File: config.mk
export PLATFORM = sky130hd
export DESIGN_NAME = nx_indirect_access_arb
export DESIGN_NICKNAME = d
export VERILOG_FILES = /design/src/rtl/nx_indirect_access_arb.sv
export SDC_FILE = /design/constraint.sdc
export NUM_CORES = 1
export LEC_CHECK = 0
export BUFFER_PORTS_ARGS = -buffer_cell sky130_fd_sc_hd__buf_4
export CORE_AREA = 2 2 91 93
export CTS_CLUSTER_SIZE = 12
export DETAILED_ROUTE_END_ITERATION = 8
export DIE_AREA = 0 0 93 95
export GPL_ROUTABILITY_DRIVEN = 0
export PLACE_DENSITY = 0.72
export SYNTH_ARGS = -nofsm -noshare
export SYNTH_HDL_FRONTEND = slang
export SYNTH_SLANG_ARGS = --single-unit
File: constraint.sdc
create_clock -name clk -period 2.25 [get_ports clk]
set_clock_uncertainty 0.05 [all_clocks]
set_input_delay 0.3375 -clock clk [delete_from_list [all_inputs] [get_ports clk]]
set_output_delay 0.3375 -clock clk [all_outputs]
set_load 0.005 [all_outputs]
File: src/rtl/nx_indirect_access_arb.sv
// Arbiter sharing one single-port table memory between N_HW hardware requesters and the
// software indirect-access port. Define NX_IA_ARB_STATS_EN to add software-grant statistics outputs.
module nx_indirect_access_arb #(
    parameter int unsigned N_HW        = 2,
    parameter int unsigned N_ADDR_BITS = 5,
    parameter int unsigned N_DATA_BITS = 32,
    parameter int unsigned SW_MAX_WAIT = 4
) (
    input  logic                          clk,
    input  logic                          rst,
    input  logic [N_HW-1:0]               hw_req,
    input  logic [N_HW-1:0]               hw_we,
    input  logic [N_HW-1:0]               hw_lock,
    input  logic [N_HW*N_ADDR_BITS-1:0]   hw_add,
    input  logic [N_HW*N_DATA_BITS-1:0]   hw_wdat,
    output logic [N_HW-1:0]               hw_gnt,
    output logic [N_HW-1:0]               hw_rvld,
    input  logic                          sw_cs,
    input  logic                          sw_ce,
    input  logic                          sw_we,
    input  logic [N_ADDR_BITS-1:0]        sw_add,
    input  logic [N_DATA_BITS-1:0]        sw_wdat,
    input  logic                          yield,
    output logic                          grant,
    output logic                          mem_cs,
    output logic                          mem_ce,
    output logic                          mem_we,
    output logic [N_ADDR_BITS-1:0]        mem_add,
    output logic [N_DATA_BITS-1:0]        mem_wdat,
    input  logic [N_DATA_BITS-1:0]        mem_rdat,
    output logic [N_DATA_BITS-1:0]        rdat
`ifdef NX_IA_ARB_STATS_EN
    ,
    output logic [15:0]                   stat_sw_gnt_cnt,
    output logic [15:0]                   stat_sw_force_cnt,
    output logic [3:0]                    stat_max_wait
`endif
);

    localparam int unsigned PTR_W  = (N_HW > 1) ? $clog2(N_HW) : 1;
    localparam int unsigned WAIT_W = 4;
    localparam logic [WAIT_W-1:0] WAIT_MAX = WAIT_W'(SW_MAX_WAIT);

    typedef enum logic {
        ST_ARB    = 1'b0,
        ST_LOCKED = 1'b1
    } state_e;

    state_e              state_q, state_d;
    logic [PTR_W-1:0]    owner_q, owner_d;
    logic [PTR_W-1:0]    rr_ptr_q, rr_ptr_d;
    logic [WAIT_W-1:0]   sw_wait_q, sw_wait_d;
    logic [N_HW-1:0]     hw_rvld_q, hw_rvld_d;

    logic                lock_act;
    logic                starve;
    logic                rr_hit;
    logic [PTR_W-1:0]    rr_idx;
    logic [PTR_W-1:0]    hw_idx;
    logic                hw_any;
    logic                sw_gnt;
    logic [N_HW-1:0]     hw_gnt_c;

    // (base + k) mod N_HW, with base < N_HW and k < N_HW
    function automatic logic [PTR_W-1:0] wrap_idx(input logic [PTR_W-1:0] base,
                                                  input int unsigned k);
        int unsigned s;
        s = 32'(base) + k;
        if (s >= N_HW) begin
            s = s - N_HW;
        end
        return PTR_W'(s);
    endfunction

    // Round-robin search upward from rr_ptr_q
    always_comb begin
        rr_hit = 1'b0;
        rr_idx = '0;
        for (int unsigned k = 0; k < N_HW; k++) begin
            if (!rr_hit && hw_req[wrap_idx(rr_ptr_q, k)]) begin
                rr_hit = 1'b1;
                rr_idx = wrap_idx(rr_ptr_q, k);
            end
        end
    end

    // State and lock-owner register
    always_ff @(posedge clk or posedge rst) begin
        if (rst) begin
            state_q <= ST_ARB;
            owner_q <= '0;
        end else begin
            state_q <= state_d;
            owner_q <= owner_d;
        end
    end

    // Next state: a locked grant enters/holds LOCKED; owner dropping its request releases at once
    always_comb begin
        state_d = state_q;
        owner_d = owner_q;
        if (hw_any) begin
            if (hw_lock[hw_idx]) begin
                state_d = ST_LOCKED;
                owner_d = hw_idx;
            end else begin
                state_d = ST_ARB;
            end
        end else if (state_q == ST_LOCKED && !hw_req[owner_q]) begin
            state_d = ST_ARB;
        end
    end

    // Grant decision and memory mux; reset drops every grant asynchronously
    always_comb begin
        hw_gnt_c = '0;
        sw_gnt   = 1'b0;
        mem_cs   = 1'b0;
        mem_ce   = 1'b0;
        mem_we   = 1'b0;
        mem_add  = '0;
        mem_wdat = '0;
        lock_act = (state_q == ST_LOCKED) && hw_req[owner_q];
        starve   = (sw_wait_q == WAIT_MAX);
        hw_idx   = lock_act ? owner_q : rr_idx;

        if (!rst) begin
            if (yield && sw_cs) begin
                sw_gnt = 1'b1;
            end else if (lock_act) begin
                hw_gnt_c[owner_q] = 1'b1;
            end else if (sw_cs && starve) begin
                sw_gnt = 1'b1;
            end else if (rr_hit) begin
                hw_gnt_c[rr_idx] = 1'b1;
            end else if (sw_cs) begin
                sw_gnt = 1'b1;
            end
        end
        hw_any = |hw_gnt_c;

        if (sw_gnt) begin
            mem_cs   = 1'b1;
            mem_ce   = sw_ce;
            mem_we   = sw_we;
            mem_add  = sw_add;
            mem_wdat = sw_wdat;
        end else if (hw_any) begin
            mem_cs   = 1'b1;
            mem_we   = hw_we[hw_idx];
            mem_add  = hw_add[hw_idx*N_ADDR_BITS +: N_ADDR_BITS];
            mem_wdat = hw_wdat[hw_idx*N_DATA_BITS +: N_DATA_BITS];
        end
    end

    // Round-robin pointer, software starvation counter, read-valid pipeline
    always_comb begin
        rr_ptr_d  = hw_any ? wrap_idx(hw_idx, 1) : rr_ptr_q;
        hw_rvld_d = hw_gnt_c & ~hw_we;
        sw_wait_d = sw_wait_q;
        if (!sw_cs || sw_gnt) begin
            sw_wait_d = '0;
        end else if (sw_wait_q < WAIT_MAX) begin
            sw_wait_d = sw_wait_q + WAIT_W'(1);
        end
    end

    always_ff @(posedge clk or posedge rst) begin
        if (rst) begin
            rr_ptr_q  <= '0;
            sw_wait_q <= '0;
            hw_rvld_q <= '0;
        end else begin
            rr_ptr_q  <= rr_ptr_d;
            sw_wait_q <= sw_wait_d;
            hw_rvld_q <= hw_rvld_d;
        end
    end

    assign hw_gnt  = hw_gnt_c;
    assign grant   = sw_gnt;
    assign hw_rvld = hw_rvld_q;
    assign rdat    = mem_rdat;

`ifdef NX_IA_ARB_STATS_EN
    logic [15:0] stat_gnt_q;
    logic [15:0] stat_force_q;
    logic [3:0]  stat_max_q;
    logic        sw_forced;

    // Yield and starvation in the same cycle count as a single forced grant
    assign sw_forced = sw_gnt && (yield || starve);

    always_ff @(posedge clk or posedge rst) begin
        if (rst) begin
            stat_gnt_q   <= '0;
            stat_force_q <= '0;
            stat_max_q   <= '0;
        end else begin
            if (sw_gnt && stat_gnt_q != 16'hFFFF) begin
                stat_gnt_q <= stat_gnt_q + 16'd1;
            end
            if (sw_forced && stat_force_q != 16'hFFFF) begin
                stat_force_q <= stat_force_q + 16'd1;
            end
            if (sw_wait_q > stat_max_q) begin
                stat_max_q <= sw_wait_q;
            end
        end
    end

    assign stat_sw_gnt_cnt   = stat_gnt_q;
    assign stat_sw_force_cnt = stat_force_q;
    assign stat_max_wait     = stat_max_q;
`endif

endmodule

==> impl_metrics.ini <==
[outcome]
status = finished, violations left
violations = setup timing

[timing]
slew_headroom = 0.803
hold_viol = 0
setup_viol = 41
layout_setup_ws_ns = -0.294
rsz0062_at_grt = true
drv_slew = 0
period_needed_ns = 2.54
fin_setup_tns_ns = -10.52
tightest_slew_ns = 0.295
period_share = 1.13
fmax_mhz = 393

[logic_synthesis]
synth_top_family_by_area = compound AO/OA/AOI/OAI gates
yosys-top-cells-area = a221o_1 (24%), nor3b_1 (20%), buf_4 (15%)
yosysSeqAreaShare = 0.141
synthFlopType = dfrtp_1
syn_avg_cell_area_um2 = 8.75
async_flop_share = 1.00
syn_area_um2 = 1590
synth_edf_count = 0
yosys.area_share.xor_xnor = 0.00550
synthSimpleGateAreaFrac = 0.261
ys_types = 33
synthAdderAreaFrac = 0.0157
synth_top_cell_by_area = a221o_1
netlist.area_leader.share = 0.239
ys_ff_latch = 9
synth_nets = 339
synth_compound_area_frac = 0.309
synthCells = 182
muxShareOfSynthArea = 0.0314
yosysWarnings = 0

[worst_hold_path]
min_path_type = input pin to asynchronous set/reset pin

[detailed_routing]
postRouteAntennaNets = 0
num_vias = 2183
dr.pass1.iters = 4
drtIter0Drc = 66
vias_per_cell = 5.02
wl_mm = 8.20
wl_per_cell_um = 18.8
drc = 0

[setup_path]
worstPathRequired_ns = 1.86
path_max_fanout = 7
crit_path_start = sw_wait_q[1]
reg2reg_from = sw_wait_q[1]
critPathKind = flop to output pin
cp_data_arrival_time_ns = 2.16
end_kind = output pin
startpoint_type = flop
r2r_setup_slack_ns = 0.12

[cells_and_area]
num_antenna_cells = 0
regArea_um2 = 225
fillers = 820
layout-drive-gt1-share = 0.688
multi_input_area_um2 = 1120
layout_commonest_cell = buf_4
nNetsFinal = 488
instances_no_fill = 435
final_cell_mix = buf_4 (174), a221o_1 (38), nor3b_1 (28)
syn_to_final_growth_pct = 96.8

[die]
core-area_um2 = 7930
io_pins = 232
die_h_um = 95
dieWidth_um = 93
start_util = 0.201
placementRows = 33
die_area_um2 = 8840

[grt]
grt_pass1_vias = 2133
grt_pass1_wl_mm = 11.0
grt-ovfl-total = 0
grtUsageTotal = 0.159
antenna_found_initial = 0
grt_max_degree = 42

[pwr]
power.total_mw = 1.34
powerDensity_nw_per_um2 = 427
irDropWorstVdd_uv = 195
leakagePower_nw = 1.50

[clock_network]
cts_buffers = 3
cts-root-buf = clkbuf_8
clockBufferDepth = 2
h-tree-depth = 1
cts_hold_buf = 0
clk_pin_slew_ns = 0.04
cts_tree = done
cts.sinks = 9
clkLatencyLatePin_ns = 0.23

[place]
place_hpwl_mm = 6.11
dp_slack_ns = -0.0766
dp_cells = 421
portBuffers = 167

[flow_run]
cap_violations = 0
## where the power goes
part	switching [mW]	internal, mW
Sequential	0.0279	0.190
Clock	0.0643	0.123
Combinational	0.384	0.551
## worst max-delay path, cell delays in order, from the launching register on
cell and delay [ns]:
dfrtp_1 0.35, inv_2 0.05, ha_4 0.15, and4b_1 0.23, a2bb2oi_2 0.16, o211a_4 0.33
clkbuf_16 0.19, a221o_1 0.32, buf_4 0.14
## per-layer routing
metal | wire (um) | track usage | share of wire | vias up
li1 | - | - | - | 986
met2 | 4360 | 0.310 | 0.53 | 133
met5 | 0 | 0 | 0 | -
met1 | 2980 | 0.174 | 0.36 | 1046
met4 | 85 | 0.0245 | 0.010 | 0
met3 | 772 | 0.0415 | 0.094 | 18
## synthesized netlist by cell type (2+ instances only)
cell type / instances
buf_2: 4
a221o_1: 38
o21ai_0: 2
a21oi_1: 2
buf_4: 32
clkbuf_1: 7
mux2_4: 2
nor3_1: 3
inv_1: 6
ha_1: 2
dfrtp_1: 9
mux2i_1: 2
buf_6: 6
nor3b_1: 42
or2b_1: 2
nand2_1: 3
nor2_1: 4
## sequential cells by signal, summed over array words and instances, names as in the netlist
signal / cells
hw_rvld: 2
owner_q: 1
rr_ptr_q: 1
state_q: 1
sw_wait_q: 4
## cells by family (layout without fill, tap and decap cells)
| family | Yosys count | after routing |
|---|---|---|
| AO/OA/AOI/OAI | 51 | 52 |
| XOR/XNOR | 1 | 1 |
| AND/OR/NAND/NOR | 60 | 60 |
| adder cells (fa/ha/maj) | 2 | 2 |
| flip-flops | 9 | 9 |
| buffers and inverters | 55 | 202 |
| multiplexers | 4 | 4 |
## per-stage QoR
stage / hold WS [ns] / utilization / area [um2]
after floorplan: 0.123 / - / 1590
after global placement: 0.313 / 0.353 / 2800
after detailed placement: 0.321 / 0.353 / 2800
after CTS: 0.0947 / 0.376 / 2980
after global routing: 0.120 / 0.395 / 3130
final: 0.0913 / 0.395 / 3130
## path summary, 6_finish.rpt
path	end	cells after the start
max	mem_wdat[1]	8
min	owner_q	3
max reg2reg	owner_q	8
min reg2reg	rr_ptr_q	2
max in group asynchronous	sw_wait_q[0]	3
min in group clk	hw_rvld[0]	2
## what timing repair did
action	4_1_cts	5_1_grt
pin swaps	6	41
gates resized for setup	17	23
endpoints found under the hold margin	0	0
buffers inserted	3	2
gates cloned	3	2
endpoints found under the setup margin	41	42
## area by class of cell
cell class | instances | share of cell area
Inverter | 6 | 0.00719
Timing Repair Buffer | 192 | 0.507
Clock buffer | 4 | 0.0144
Multi-Input combinational cell | 119 | 0.358
Tap cell | 105 | 0.0419
Sequential cell | 9 | 0.0719
(Power assumes the default switching activity.)
